$ cat src/rtl/mem_access_unit_pkg.sv
// Shared types and helpers for the data-RAM load/store access unit.
// Funct3 size codes, FSM states and size/byte-enable lookup live here.
package mem_access_unit_pkg;

  typedef logic [31:0] word_t;

  typedef enum logic [2:0] {
    OP_B  = 3'b000,
    OP_H  = 3'b001,
    OP_W  = 3'b010,
    OP_BU = 3'b100,
    OP_HU = 3'b101
  } mem_op_e;

  typedef enum logic [1:0] {
    ST_IDLE   = 2'd0,
    ST_ACCESS = 2'd1,
    ST_RESP   = 2'd2
  } mau_state_e;

  localparam logic [2:0] SIZE_B = 3'd1;
  localparam logic [2:0] SIZE_H = 3'd2;
  localparam logic [2:0] SIZE_W = 3'd4;

  // A size of zero marks an unsupported funct3 code.
  function automatic logic [2:0] op_size(input logic [2:0] funct3);
    logic [2:0] size;
    case (funct3)
      OP_B, OP_BU: size = SIZE_B;
      OP_H, OP_HU: size = SIZE_H;
      OP_W:        size = SIZE_W;
      default:     size = 3'd0;
    endcase
    return size;
  endfunction

  function automatic logic [3:0] op_byte_en(input logic [2:0] funct3);
    logic [3:0] be;
    case (funct3)
      OP_B, OP_BU: be = 4'b0001;
      OP_H, OP_HU: be = 4'b0011;
      OP_W:        be = 4'b1111;
      default:     be = 4'b0000;
    endcase
    return be;
  endfunction

endpackage

$ cat src/rtl/mem_access_unit_load_formatter.sv
// Combinational load formatter: picks the low byte/halfword/word of the
// RAM read word and sign- or zero-extends it to 32 bits.
module mem_access_unit_load_formatter
  import mem_access_unit_pkg::*;
(
  input  logic [2:0] funct3,
  input  word_t      r_data,
  output word_t      ext_data
);

  always_comb begin
    ext_data = '0;
    case (funct3)
      OP_B:    ext_data = {{24{r_data[7]}}, r_data[7:0]};
      OP_BU:   ext_data = {24'd0, r_data[7:0]};
      OP_H:    ext_data = {{16{r_data[15]}}, r_data[15:0]};
      OP_HU:   ext_data = {16'd0, r_data[15:0]};
      OP_W:    ext_data = r_data;
      default: ext_data = '0;
    endcase
  end

endmodule

$ cat src/rtl/mem_access_unit.sv
// Initiator side of the byte-addressable data RAM port: one load/store at a
// time, IDLE -> ACCESS (single RAM cycle) -> RESP, with legality checking.
module mem_access_unit
  import mem_access_unit_pkg::*;
#(
  parameter bit ALLOW_MISALIGNED = 1'b1
) (
  input  logic        clk,
  input  logic        rst_n,
  input  logic        req_valid,
  output logic        req_ready,
  input  logic        req_we,
  input  logic [2:0]  req_funct3,
  input  logic [31:0] req_addr,
  input  logic [31:0] req_wdata,
  output logic        rsp_valid,
  input  logic        rsp_ready,
  output logic [31:0] rsp_rdata,
  output logic        rsp_err,
  output logic [3:0]  ram_w_en,
  output logic [15:0] ram_addr,
  output logic [31:0] ram_w_data,
  input  logic [31:0] ram_r_data
);

  mau_state_e  state_q, state_d;
  logic        we_q, we_d;
  logic [2:0]  funct3_q, funct3_d;
  logic [15:0] addr_q, addr_d;
  word_t       wdata_q, wdata_d;
  logic        err_q, err_d;
  word_t       rdata_q, rdata_d;
  logic        rsp_err_q, rsp_err_d;

  logic [2:0]  req_size;
  logic [16:0] req_end_addr;
  logic        req_misaligned;
  logic        req_err;
  logic        in_access;
  word_t       fmt_data;

  // Legality of the incoming request; the 17-bit end address catches any
  // access that would wrap past 0xFFFF.
  always_comb begin
    req_size       = op_size(req_funct3);
    req_end_addr   = {1'b0, req_addr[15:0]} + 17'(req_size) - 17'd1;
    req_misaligned = ((req_size == SIZE_H) && req_addr[0]) ||
                     ((req_size == SIZE_W) && (req_addr[1:0] != 2'b00));
    req_err        = (req_size == 3'd0) ||
                     (req_we && ((req_funct3 == OP_BU) || (req_funct3 == OP_HU))) ||
                     (req_addr[31:16] != 16'd0) ||
                     req_end_addr[16] ||
                     (!ALLOW_MISALIGNED && req_misaligned);
  end

  mem_access_unit_load_formatter u_load_formatter (
    .funct3   (funct3_q),
    .r_data   (ram_r_data),
    .ext_data (fmt_data)
  );

  always_comb begin
    state_d   = state_q;
    we_d      = we_q;
    funct3_d  = funct3_q;
    addr_d    = addr_q;
    wdata_d   = wdata_q;
    err_d     = err_q;
    rdata_d   = rdata_q;
    rsp_err_d = rsp_err_q;
    case (state_q)
      ST_IDLE: begin
        if (req_valid) begin
          we_d     = req_we;
          funct3_d = req_funct3;
          addr_d   = req_addr[15:0];
          wdata_d  = req_wdata;
          err_d    = req_err;
          state_d  = ST_ACCESS;
        end
      end
      ST_ACCESS: begin
        rdata_d   = (we_q || err_q) ? '0 : fmt_data;
        rsp_err_d = err_q;
        state_d   = ST_RESP;
      end
      ST_RESP: begin
        if (rsp_ready) begin
          state_d = ST_IDLE;
        end
      end
      default: state_d = ST_IDLE;
    endcase
  end

  always_ff @(posedge clk or negedge rst_n) begin
    if (!rst_n) begin
      state_q   <= ST_IDLE;
      we_q      <= 1'b0;
      funct3_q  <= 3'd0;
      addr_q    <= 16'd0;
      wdata_q   <= '0;
      err_q     <= 1'b0;
      rdata_q   <= '0;
      rsp_err_q <= 1'b0;
    end else begin
      state_q   <= state_d;
      we_q      <= we_d;
      funct3_q  <= funct3_d;
      addr_q    <= addr_d;
      wdata_q   <= wdata_d;
      err_q     <= err_d;
      rdata_q   <= rdata_d;
      rsp_err_q <= rsp_err_d;
    end
  end

  // The RAM bus is driven only during ACCESS so it idles at zero otherwise.
  always_comb begin
    in_access  = (state_q == ST_ACCESS);
    req_ready  = (state_q == ST_IDLE);
    rsp_valid  = (state_q == ST_RESP);
    rsp_rdata  = rdata_q;
    rsp_err    = rsp_err_q;
    ram_addr   = in_access ? addr_q : 16'd0;
    ram_w_data = in_access ? wdata_q : '0;
    ram_w_en   = (in_access && we_q && !err_q) ? op_byte_en(funct3_q) : 4'b0000;
  end

endmodule

$ cat config.mk
export PLATFORM = sky130hd
export DESIGN_NAME = mem_access_unit
export DESIGN_NICKNAME = d
export VERILOG_FILES = /design/src/rtl/mem_access_unit_pkg.sv /design/src/rtl/mem_access_unit_load_formatter.sv /design/src/rtl/mem_access_unit.sv
export SDC_FILE = /design/constraint.sdc
export NUM_CORES = 1
export LEC_CHECK = 0
export CAP_MARGIN = 20
export CORE_MARGIN = 8
export CORE_UTILIZATION = 39
export DETAILED_ROUTE_END_ITERATION = 8
export PLACE_DENSITY = 0.78
export SYNTH_ARGS = -nofsm -noshare
export SYNTH_HDL_FRONTEND = slang
export SYNTH_HIERARCHICAL = 1
export SYNTH_SLANG_ARGS = --single-unit
export TNS_END_PERCENT = 20
$ cat constraint.sdc
create_clock -name clk -period 1.3 [get_ports clk]
set_clock_uncertainty 0.1 [all_clocks]
set_input_delay 0.195 -clock clk [delete_from_list [all_inputs] [get_ports clk]]
set_output_delay 0.195 -clock clk [all_outputs]
set_load 0.01 [all_outputs]
==> key figures, run 1 <==
STA
  – Worst-Margin Slew: 0.504 ns
  – RSZ-0062 raised after global routing: true
  – Setup slack after layout: -0.633 ns
  – Setup TNS: -57.37 ns
  – Hold slack: 0.0466 ns
  – Tcrit/Tclk final: 149%
  – Slew HR: 66.4%
  – Final setup viols: 141
  – Fin crit period: 1.93 ns
  – Max frequency: 517 MHz
  – Slew Viols, Final: 0
  – Final Hold Fails: 0

Run status
  – Outcome: complete, but fails checks
  – Failing checks: negative setup slack

GRT
  – Number of global-route vias before repair: 4,439
  – GRT Util Overall: 18.1%
  – Initial antenna violation count: 0
  – First-pass GRT wire length: 23,100 µm
  – Largest net degree at the start of global routing: 89
  – Overflow after GRT: 0

Detailed routing
  – Max layer used: met4
  – Routed wl met2: 7370 µm
  – # DRC: 0
  – Post-route antenna net violation count: 0
  – WL met3: 1000 µm
  – DRT Pass-1 Iters: 4
  – DR iter-0 viols: 231
  – Vias: 3,935
  – Vias/cell: 5.06
  – WL per Instance: 18.4 µm
  – WL final: 14,300 µm
  – Wl on met1: 5700 µm

Layout
  – Layout area overhead: 64.4%
  – Commonest non-fill, non-tap cell in the layout: clkdlybuf4s50_1
  – Share of post-route cells with drive strength above 1: 39.3%
  – Most frequent cells in the layout: clkdlybuf4s50_1 (90), dfrtp_1 (88), buf_6 (43)
  – Antenna cells: 0
  – Post-layout net count: 746
  – Design area: 7680 µm²
  – Non-Filler Instances: 778

Yosys
  – Syn Inst Count: 398
  – YS warnings: 6
  – XOR/XNOR share of the synthesized area: 0%
  – Mapped Area: 4670 µm²
  – Netlist cell types: 44
  – Post-synthesis compound-gate area fraction: 11.9%
  – Adder-cell share of the synthesized area: 4.28%
  – Post-Synth Simple-Gate Area: 13.1%
  – Synth Area per Inst: 11.7 µm²
  – Main combinational cell family by area after synthesis: multiplexers
  – Synth Register Bits: 88
  – Mux contribution to synthesized area: 17.7%
  – Share of the yosys chip area belonging to registers: 47.1%
  – Syn_nets: 518

Floorplan
  – Die area: 15,700 µm²
  – Io pins: 191
  – Starting Density: 39.4%
  – DIE HEIGHT: 125 µm
  – Die width: 125 µm
  – Num rows: 40
  – Core area: 11,900 µm²

Worst setup path
  – Critical Path RT: 1.00 ns
  – Worst path max stage delay: 0.39 ns
  – CP endpoint kind: primary output
  – Slowest CP cell: dfrtp_1
  – Startpoint Class: register
  – Kind of critical path: register to primary output
  – CP arrival: 1.64 ns
  – Worst path cell trace: buf_6 -> nand2b_4 -> nor3b_4 -> and2_4 -> o21a_1 -> buf_2
  – Crit Path Max Fanout: 2

Flow run
  – Max-cap check violation count: 0

Clocking
  – CTS Buf Count: 9
  – H-tree lvl count: 3
  – CTS tree: built
  – Clk sinks: 88
  – Root buf cell: clkbuf_16
  – Clock Path Buffers: 2
  – Worst-path clk slew: 0.06 ns
  – Clk_lat worst skew: 0.34 ns

Power
  – Power density over cell area: 1740 nW/µm²
  – Peak supply drop: 981 µV
  – Leakage power: 3.72 nW

Place
  – Routability cong.: 0.791
  – I/O Buffers: 190
  – DP Wirelength: 10,300 µm
  – Placed insts: 750
  – Cell area after placement: 7090 µm²

Hold path
  – HP Class: input pin to register
-- power by group --
| group | internal [W] | total (W) | switching (W) |
|---|---|---|---|
| registers | 0.00362 | 0.00410 | 0.000483 |
| clock network | 0.00144 | 0.00249 | 0.00105 |
| logic | 0.00411 | 0.00681 | 0.00270 |
-- sequential cells by signal, indices dropped and copies added (netlist names) --
register / flops
err_q: 1
rsp_rdata: 32
state_q: 2
funct3_q: 3
wdata_q: 32
rsp_err: 1
we_q: 1
addr_q: 16
-- cell type report --
type / instances / area [µm²]
inverters: 20 / 75.1
fillers: 948 / 4180
multi-input cells: 260 / 2490
flip-flops and latches: 88 / 2200
clock inverters: 3 / 15.0
well taps: 147 / 184
clock buffers: 13 / 270
repair buffers: 247 / 2450
-- cells by family after synthesis --
kind of cell | count (synthesis)
simple gates | 95
flops | 88
mux | 76
compound gates | 73
buf+inv | 50
fa+ha+maj | 16
-- what timing repair did --
action | in CTS | in global routing
gates cloned | 3 | 1
hold endpoints to repair | 88 | 0
pin swaps | 23 | 28
endpoints found under the setup margin | 173 | 152
setup buffers | 7 | 3
resized for setup | 353 | 70
hold buffers | 1 | 0
-- stage by stage --
step	total power, W	utilization, %	worst slack (ns)
2_1_floorplan	0.00756	-	-0.477
3_3_place_gp	0.00990	59.8	-1.13
3_5_place_dp	0.0101	59.8	-1.13
4_1_cts	0.0132	63.6	-0.631
5_1_grt	0.0142	64.8	-0.720
6_report	0.0134	64.8	-0.633
-- per-layer routing --
layer	up-vias	GRT usage [%]
li1	1861	-
met1	1936	19.8
met2	118	31.4
met3	20	6.37
met4	0	6.88
met5	-	0
-- cells in the mapped netlist --
cell type,number,area share (%)
clkbuf_2,1,0.11
nor3b_2,1,0.27
o21ba_1,1,0.21
mux2_2,52,13
nand3_1,3,0.32
o2bb2ai_2,1,0.32
nand4bb_1,1,0.24
a21oi_1,5,0.54
dfrtp_1,88,47
o21a_1,1,0.16
a22oi_1,1,0.16
nand2b_1,3,0.40
buf_2,7,0.75
mux2i_1,24,5.1
inv_1,20,1.6
nor2b_1,1,0.13
nor4_1,4,0.54
buf_1,3,0.24
nor2_1,3,0.24
a22o_1,32,6.0
nor3b_1,1,0.16
and4_1,2,0.37
o31ai_1,1,0.16
nand4_1,3,0.40
clkbuf_1,6,0.48
o2bb2ai_1,7,1.3
and2b_1,1,0.16
nand2_1,8,0.64
nor3_1,1,0.11
buf_4,4,0.64
ha_1,16,4.3
nand4bb_4,1,0.59
buf_6,9,2.2
nor3_4,1,0.35
a311oi_1,1,0.19
a21boi_0,1,0.16
o21ai_2,3,0.56
a211oi_1,1,0.16
o21ai_1,9,0.96
or2_1,1,0.13
and3_1,1,0.13
and2_1,58,7.8
o21ai_0,9,0.96
nor2_2,1,0.13
-- worst max-delay path: cells and delay by family, from the launching register on --
| kind | cells | cell delay (ns) |
|---|---|---|
| AND/OR/NAND/NOR | 3 | 0.53 |
| AO/OA/AOI/OAI | 1 | 0.12 |
| flip-flops | 1 | 0.39 |
| buffers and inverters | 2 | 0.26 |
-- path summary, 6_finish.rpt --
check	slack, ns	to	startpoint	depth (start not counted)
max in group asynchronous	0.36	addr_q[3]	rst_n	3
setup reg to reg	-0.49	err_q	state_q[1]	8
hold reg to reg	0.39	rsp_err	rsp_err	2
setup / recovery	-0.63	ram_w_en[1]	state_q[1]	6
hold / removal	0.05	addr_q[1]	req_addr[1]	2
min in group asynchronous	0.31	wdata_q[12]	rst_n	3
(Power assumes the default switching activity.)
==> inputs of run 2 (changes only) <==
--- a/config.mk
+++ b/config.mk
@@ -5,6 +5,7 @@
 export SDC_FILE = /design/constraint.sdc
 export NUM_CORES = 1
 export LEC_CHECK = 0
+export ABC_AREA = 1
 export CAP_MARGIN = 20
 export CORE_MARGIN = 8
 export CORE_UTILIZATION = 39
==> run 2 against run 1 <==
  * The flow still finishes with violations (negative setup slack)
  * Power rose by 7.5%
  * Largest cell class is now sequential cells
  * First-iteration DRC count up 77%
  * Clock power rose by 8.4%
  * Non-clock buffer count down 13
  * Critical path depth did not move
  * Final area decreased by 5.6%
  * Maximum frequency increased by 6.2%
  * Critical endpoint is now ram_w_en[2]
==> key figures, run 2 <==
STA
  – Fin crit period: 1.82 ns (was 1.93 ns)
  – Max frequency: 549 MHz (was 517 MHz)
  – Slew HR: 78.0% (was 66.4%)
  – Slew Viols, Final: 0 (unchanged)
  – Hold slack: 0.0580 ns (was 0.0466 ns)
  – RSZ-0062 raised after global routing: true (unchanged)
  – Final setup viols: 136 (was 141)
  – Tcrit/Tclk final: 140% (was 149%)
  – Worst-Margin Slew: 0.330 ns (was 0.504 ns)
  – Final Hold Fails: 0 (unchanged)
  – Setup slack after layout: -0.521 ns (was -0.633 ns)
  – Setup TNS: -26.13 ns (was -57.37 ns)

Place
  – I/O Buffers: 190 (unchanged)
  – Routability cong.: 0.847 (was 0.791)
  – DP Worst Slack: -1.11 ns (was -1.13 ns)
  – DP Wirelength: 10,700 µm (was 10,300 µm)

Yosys
  – Area contributors post-synth: dfrtp_1 (47%), nand2_1 (11%), inv_1 (6.5%), nand3_1 (6.2%), nor2_1 (5.4%) (was dfrtp_1 (47%), mux2_2 (13%), and2_1 (7.8%), a22o_1 (6.0%), mux2i_1 (5.1%))
  – Yosys top cell area share: 47.1% (about the same)
  – Netlist cell types: 27 (was 44)
  – Count leader, synth: nand2_1 (was dfrtp_1)
  – Synth Register Bits: 88 (unchanged)
  – YS warnings: 6 (unchanged)
  – Mapped Area: 4680 µm² (was 4670 µm²)
  – Synth Area per Inst: 7.78 µm² (was 11.7 µm²)
  – Primary FF master, synth: dfrtp_1 (unchanged)
  – Syn_nets: 721 (was 518)
  – Fraction of registers with async set/reset: 100% (unchanged)
  – Largest area contributor in the synthesized netlist: dfrtp_1 (unchanged)
  – EDFF count, synth: 0 (unchanged)
  – Syn Inst Count: 601 (was 398)
  – Top cells by instance count after synthesis: nand2_1 (140), dfrtp_1 (88), inv_1 (81), nor2_1 (67), nand3_1 (58) (was dfrtp_1 (88), and2_1 (58), mux2_2 (52), a22o_1 (32), mux2i_1 (24))
  – Share of the yosys chip area belonging to registers: 47.1% (about the same)

Clocking
  – Clk_lat worst skew: 0.33 ns (was 0.34 ns)
  – Clock Path Buffers: 2 (unchanged)
  – CTS tree: built (unchanged)
  – H-tree lvl count: 3 (unchanged)
  – Clk sinks: 88 (unchanged)
  – CTS Buf Count: 9 (unchanged)
  – Worst-path clk slew: 0.06 ns (about the same)
  – Root buf cell: clkbuf_16 (unchanged)

Detailed routing
  – WL final: 14,100 µm (was 14,300 µm)
  – DRT Pass-1 Iters: 4 (unchanged)
  – # DRC: 0 (unchanged)
  – DR iter-0 viols: 408 (was 231)
  – Post-route antenna net violation count: 0 (unchanged)
  – Vias/cell: 4.83 (was 5.06)
  – WL per Instance: 14.7 µm (was 18.4 µm)
  – Vias: 4,651 (was 3,935)

Power
  – Power density over cell area: 1980 nW/µm² (was 1740 nW/µm²)
  – Net Switching: 0.00574 W (was 0.00423 W)
  – P_int: 0.00866 W (was 0.00917 W)
  – Seq pwr share: 32.2% (was 30.6%)
  – Peak supply drop: 896 µV (was 981 µV)
  – Comb pwr share: 49.0% (was 50.8%)
  – Clk pwr share: 18.8% (was 18.6%)
  – Sw Ratio: 39.8% (was 31.6%)
  – Leakage power: 3.75 nW (was 3.72 nW)

Flow run
  – Max-cap check violation count: 0 (unchanged)

Worst setup path
  – Critical Path RT: 1.00 ns (about the same)
  – Startpoint Class: register (unchanged)
  – CP endpoint kind: primary output (unchanged)
  – Kind of critical path: register to primary output (unchanged)
  – Crit Path Max Fanout: 4 (was 2)
  – CP arrival: 1.53 ns (was 1.64 ns)

Floorplan
  – Core area: 11,900 µm² (unchanged)
  – Die width: 125 µm (about the same)
  – Num rows: 40 (unchanged)
  – Starting Density: 39.4% (about the same)
  – Io pins: 191 (unchanged)
  – DIE HEIGHT: 125 µm (about the same)
  – Die area: 15,700 µm² (about the same)

GRT
  – First-pass GRT wire length: 23,400 µm (was 23,100 µm)
  – Number of global-route vias before repair: 4,877 (was 4,439)
  – GRT Util Overall: 17.8% (was 18.1%)
  – Largest net degree at the start of global routing: 47 (was 89)
  – Initial antenna violation count: 0 (unchanged)
  – Overflow after GRT: 0 (unchanged)

Layout
  – Most frequent cells in the layout: nand2_1 (138), clkdlybuf4s50_1 (98), dfrtp_1 (87) (was clkdlybuf4s50_1 (90), dfrtp_1 (88), buf_6 (43))
  – Share of post-route cells with drive strength above 1: 22.7% (was 39.3%)
  – Core Util, Final: 61.2% (was 64.8%)
  – Layout area overhead: 55.2% (was 64.4%)
  – Post-layout net count: 931 (was 746)
  – Antenna cells: 0 (unchanged)
  – Commonest non-fill, non-tap cell in the layout: nand2_1 (was clkdlybuf4s50_1)

Hold path
  – HP Class: input pin to register (unchanged)

Run status
  – Failing checks: negative setup slack (unchanged)
  – Outcome: complete, but fails checks (unchanged)
run 2: cell count changes after synthesis, moves of 9 or more:
cell      before  now
nand2_1        8  140
nor2_1         3   67
inv_1         20   81
and2_1        58    0
nand3_1        3   58
mux2_2        52    0
o21ai_0        9   49
a22o_1        32    0
mux2i_1       24    0
nand3_2        0   10
clkbuf_1       6   15
run 2: critical path, cell delays in order, from the launching register on:
cell and delay, ns:
dfrtp_1 0.41, nor2_4 0.14, inv_4 0.06, nor2_4 0.08, nand2_2 0.08, nor3b_4 0.24, buf_2 0.18
run 2: path summary, 6_finish.rpt:
check / start / to / slack [ns] / depth (start not counted)
setup reg to reg: funct3_q[1] / rsp_rdata[15] / -0.15 / 6
hold reg to reg: rsp_rdata[13] / rsp_rdata[13] / 0.38 / 2
hold / removal: req_addr[2] / addr_q[2] / 0.06 / 3
min in group asynchronous: rst_n / rsp_rdata[10] / 0.15 / 2
max in group asynchronous: rst_n / wdata_q[19] / 0.46 / 3
setup / recovery: state_q[1] / ram_w_en[2] / -0.52 / 6
run 2: cells by family (layout without fill, tap and decap cells):
group / count (synthesis) / count (layout) / synth area share (%)
buffers and inverters: 122 / 337 / 11.2
flip-flops: 88 / 88 / 47.1
AND/OR/NAND/NOR: 294 / 294 / 28.3
AO/OA/AOI/OAI: 81 / 81 / 9.13
adder cells (fa/ha/maj): 16 / 16 / 4.28
run 2: layer usage:
metal / vias up / routed length, µm / GRT usage [%]
met2: 189 / 7020 / 29.7
met1: 2147 / 5740 / 21.2
li1: 2294 / - / -
met5: - / 0 / 0
met3: 21 / 1110 / 4.89
met4: 0 / 246 / 7.23
run 2: power groups by stage:
stage	Combinational (W)	Clock [W]	Sequential [W]
after CTS	0.00707	0.00277	0.00464
final	0.00706	0.00270	0.00464
after detailed placement	0.00733	0	0.00465
after global routing	0.00779	0.00287	0.00479
after floorplan	0.00369	0	0.00480
after global placement	0.00719	0	0.00460
run 2: timing repair:
action | 4_1_cts | 5_1_grt
pin swaps | 10 | 7
endpoints found under the setup margin | 173 | 149
buffers inserted | 1 | 0
endpoints found under the hold margin | 88 | 0
hold buffers | 1 | 0
gates resized for setup | 294 | 32
run 2: through the flow:
step                      power, W  instances  instance area, µm²
after floorplan            0.00849        601                4730
after global placement      0.0118        945                7000
after detailed placement    0.0120        945                7000
after CTS                   0.0145        963                7250
after global routing        0.0155        963                7260
final                       0.0144        963                7260
run 2: layout make-up:
type	instances	area, µm²
Inverter	87	347
Tap cell	147	184
Multi-Input combinational cell	391	2060
Clock buffer	11	253
Clock inverter	5	62.6
Sequential cell	88	2200
Fill cell	1038	4600
Timing Repair Buffer	234	2140
==> inputs of run 3 (changes only) <==
--- a/config.mk
+++ b/config.mk
@@ -6,11 +6,11 @@
 export NUM_CORES = 1
 export LEC_CHECK = 0
 export ABC_AREA = 1
-export CAP_MARGIN = 20
-export CORE_MARGIN = 8
+export CAP_MARGIN = 25
+export CORE_MARGIN = 2
 export CORE_UTILIZATION = 39
 export DETAILED_ROUTE_END_ITERATION = 8
-export PLACE_DENSITY = 0.78
+export PLACE_DENSITY = 0.76
 export SYNTH_ARGS = -nofsm -noshare
 export SYNTH_HDL_FRONTEND = slang
 export SYNTH_HIERARCHICAL = 1
==> run 3 against run 2 <==
  * The run still ends with negative setup slack left
  * Non-clock buffer count up 5
  * Clock power rose by 7.8%
  * Via count up 2.7%
  * Global-route usage up 3.4 points
  * Routed wire length down 3.2%
  * Maximum frequency fell by 0.48%
  * Core utilization grew 3.8 points
  * Final area rose by 3.6%
  * Combinational power up 4.7%
  * Power rose by 3.7%
  * Critical path type unchanged
  * Critical endpoint is now ram_w_en[1]
  * Largest cell class is now multi-input combinational cells
==> key figures, run 3 (synthesis gave the netlist of run 2 again) <==
GRT
  – Initial antenna violation count: 0 (unchanged)
  – GRT Util Overall: 21.1% (was 17.8%)
  – Number of global-route vias before repair: 4,782 (was 4,877)
  – Overflow after GRT: 0 (unchanged)
  – First-pass GRT wire length: 22,200 µm (was 23,400 µm)
  – Largest net degree at the start of global routing: 40 (was 47)

Clocking
  – H-tree lvl count: 3 (unchanged)
  – Clock Path Buffers: 2 (unchanged)
  – Worst-path clk slew: 0.06 ns (about the same)
  – CTS Buf Count: 9 (unchanged)
  – Clk sinks: 88 (unchanged)
  – Root buf cell: clkbuf_16 (unchanged)
  – Clk_lat worst skew: 0.33 ns (about the same)
  – CTS tree: built (unchanged)

Worst setup path
  – Worst path cell trace: inv_2 -> nor2_4 -> inv_4 -> nor2_4 -> nand2_2 -> a21oi_2 -> o21ai_1 -> inv_2 -> buf_6 (was nor2_4 -> inv_4 -> nor2_4 -> nand2_2 -> nor3b_4 -> buf_2)
  – Worst path max stage delay: 0.36 ns (was 0.41 ns)
  – CP endpoint kind: primary output (unchanged)
  – Kind of critical path: register to primary output (unchanged)
  – Crit Path Max Fanout: 2 (was 4)
  – Slowest CP cell: dfrtp_1 (unchanged)
  – Startpoint Class: register (unchanged)
  – WP buf/inv: 4 (was 2)
  – Critical Path RT: 1.00 ns (about the same)
  – CP delay by family, top: flip-flops (was simple AND/OR/NAND/NOR gates)
  – CP arrival: 1.53 ns (about the same)
  – R2r setup slk: -0.16 ns (was -0.15 ns)

STA
  – Setup slack after layout: -0.530 ns (was -0.521 ns)
  – Slew Viols, Final: 0 (unchanged)
  – Final Hold Fails: 0 (unchanged)
  – Slew HR: 71.4% (was 78.0%)
  – RSZ-0062 raised after global routing: true (unchanged)
  – Tcrit/Tclk final: 141% (was 140%)
  – Final setup viols: 124 (was 136)
  – Fin crit period: 1.83 ns (was 1.82 ns)
  – Hold slack: 0.0424 ns (was 0.0580 ns)
  – Worst-Margin Slew: 0.428 ns (was 0.330 ns)
  – Setup TNS: -27.52 ns (was -26.13 ns)
  – Max frequency: 547 MHz (was 549 MHz)

Detailed routing
  – Vias: 4,778 (was 4,651)
  – # DRC: 0 (unchanged)
  – DR iter-0 viols: 414 (was 408)
  – WL per Instance: 14.2 µm (was 14.7 µm)
  – WL final: 13,700 µm (was 14,100 µm)
  – DRT Pass-1 Iters: 5 (was 4)
  – Post-route antenna net violation count: 0 (unchanged)
  – Vias/cell: 4.96 (was 4.83)

Run status
  – Outcome: complete, but fails checks (unchanged)
  – Failing checks: negative setup slack (unchanged)

Floorplan
  – Io pins: 191 (unchanged)
  – Die width: 113 µm (was 125 µm)
  – Core area: 11,600 µm² (was 11,900 µm²)
  – Die area: 12,900 µm² (was 15,700 µm²)
  – Num rows: 39 (was 40)
  – DIE HEIGHT: 113 µm (was 125 µm)
  – Starting Density: 40.4% (was 39.4%)

Place
  – Placed insts: 942 (was 945)
  – DP Wirelength: 9910 µm (was 10,700 µm)
  – Cell area after placement: 7010 µm² (was 7000 µm²)
  – Routability cong.: 0.863 (was 0.847)
  – I/O Buffers: 190 (unchanged)

Layout
  – Post-layout net count: 936 (was 931)
  – Commonest non-fill, non-tap cell in the layout: nand2_1 (unchanged)
  – Antenna cells: 0 (unchanged)
  – Layout area overhead: 60.8% (was 55.2%)
  – Non-Filler Instances: 963 (unchanged)
  – Design area: 7520 µm² (was 7260 µm²)
  – Most frequent cells in the layout: nand2_1 (132), dfrtp_1 (88), clkdlybuf4s50_1 (86) (was nand2_1 (138), clkdlybuf4s50_1 (98), dfrtp_1 (87))
  – Share of post-route cells with drive strength above 1: 27.0% (was 22.7%)
  – Number of fill cells: 957 (was 1,038)

Power
  – Clk pwr share: 19.5% (was 18.8%)
  – Power density over cell area: 1990 nW/µm² (was 1980 nW/µm²)
  – P_int: 0.00913 W (was 0.00866 W)
  – Seq pwr share: 31.0% (was 32.2%)
  – Peak supply drop: 767 µV (was 896 µV)
  – Total power: 0.0149 W (was 0.0144 W)
  – Sw Ratio: 38.9% (was 39.8%)
  – Leakage power: 3.95 nW (was 3.75 nW)
  – Comb pwr share: 49.5% (was 49.0%)
  – Net Switching: 0.00580 W (was 0.00574 W)

Hold path
  – HP Class: input pin to register (unchanged)

Flow run
  – Max-cap check violation count: 0 (unchanged)
run 3: tightest hold or removal path, delay by kind of cell:
kind | cells | cell delay, ns
compound gates | 1 | 0.08
buf+inv | 2 | 0.15
run 3: what timing repair did:
item | CTS | global route
setup buffers | 2 | 2
hold buffers | 1 | 0
endpoints found under the hold margin | 79 | 0
resized for setup | 309 | 100
pin swaps | 9 | 19
gates cloned | 0 | 1
endpoints found under the setup margin | 172 | 154
run 3: layer usage:
layer	wire length [µm]	part of all wire, %	up-vias	track usage [%]
li1	-	-	2303	-
met1	5730	42	2257	27.1
met2	6850	50	200	36.1
met4	189	1.4	0	6.91
met5	0	0	-	0
met3	893	6.5	18	4.09
run 3: final timing paths:
kind	cells after the start	endpoint	startpoint
max	9	ram_w_en[1]	state_q[0]
min in group asynchronous	2	rsp_rdata[9]	rst_n
max in group asynchronous	3	state_q[0]	rst_n
max reg2reg	6	rsp_rdata[8]	funct3_q[1]
min	3	funct3_q[0]	req_funct3[0]
min reg2reg	2	rsp_rdata[11]	rsp_rdata[11]
run 3: power by group through the flow:
stage	Sequential [W]	Clock, W	Combinational (W)
2_1_floorplan	0.00480	0	0.00369
3_3_place_gp	0.00461	0	0.00712
3_5_place_dp	0.00465	0	0.00731
4_1_cts	0.00463	0.00297	0.00708
5_1_grt	0.00477	0.00311	0.00815
6_report	0.00463	0.00291	0.00739
run 3: area by class of cell:
type | instances | area (µm²) | area share [%]
multi-input cells | 391 | 2250 | 29.9
flip-flops and latches | 88 | 2200 | 29.3
repair buffers | 239 | 2200 | 29.3
inverters | 87 | 354 | 4.71
clock buffers | 10 | 229 | 3.05
well taps | 143 | 179 | 2.38
clock inverters | 5 | 106 | 1.41
run 3: per-stage QoR:
| stage | util (%) | setup slack [ns] |
|---|---|---|
| after floorplan | - | -0.317 |
| after global placement | 60.6 | -1.02 |
| after detailed placement | 60.6 | -1.06 |
| after CTS | 62.5 | -0.553 |
| after global routing | 65.0 | -0.635 |
| final | 65.0 | -0.530 |
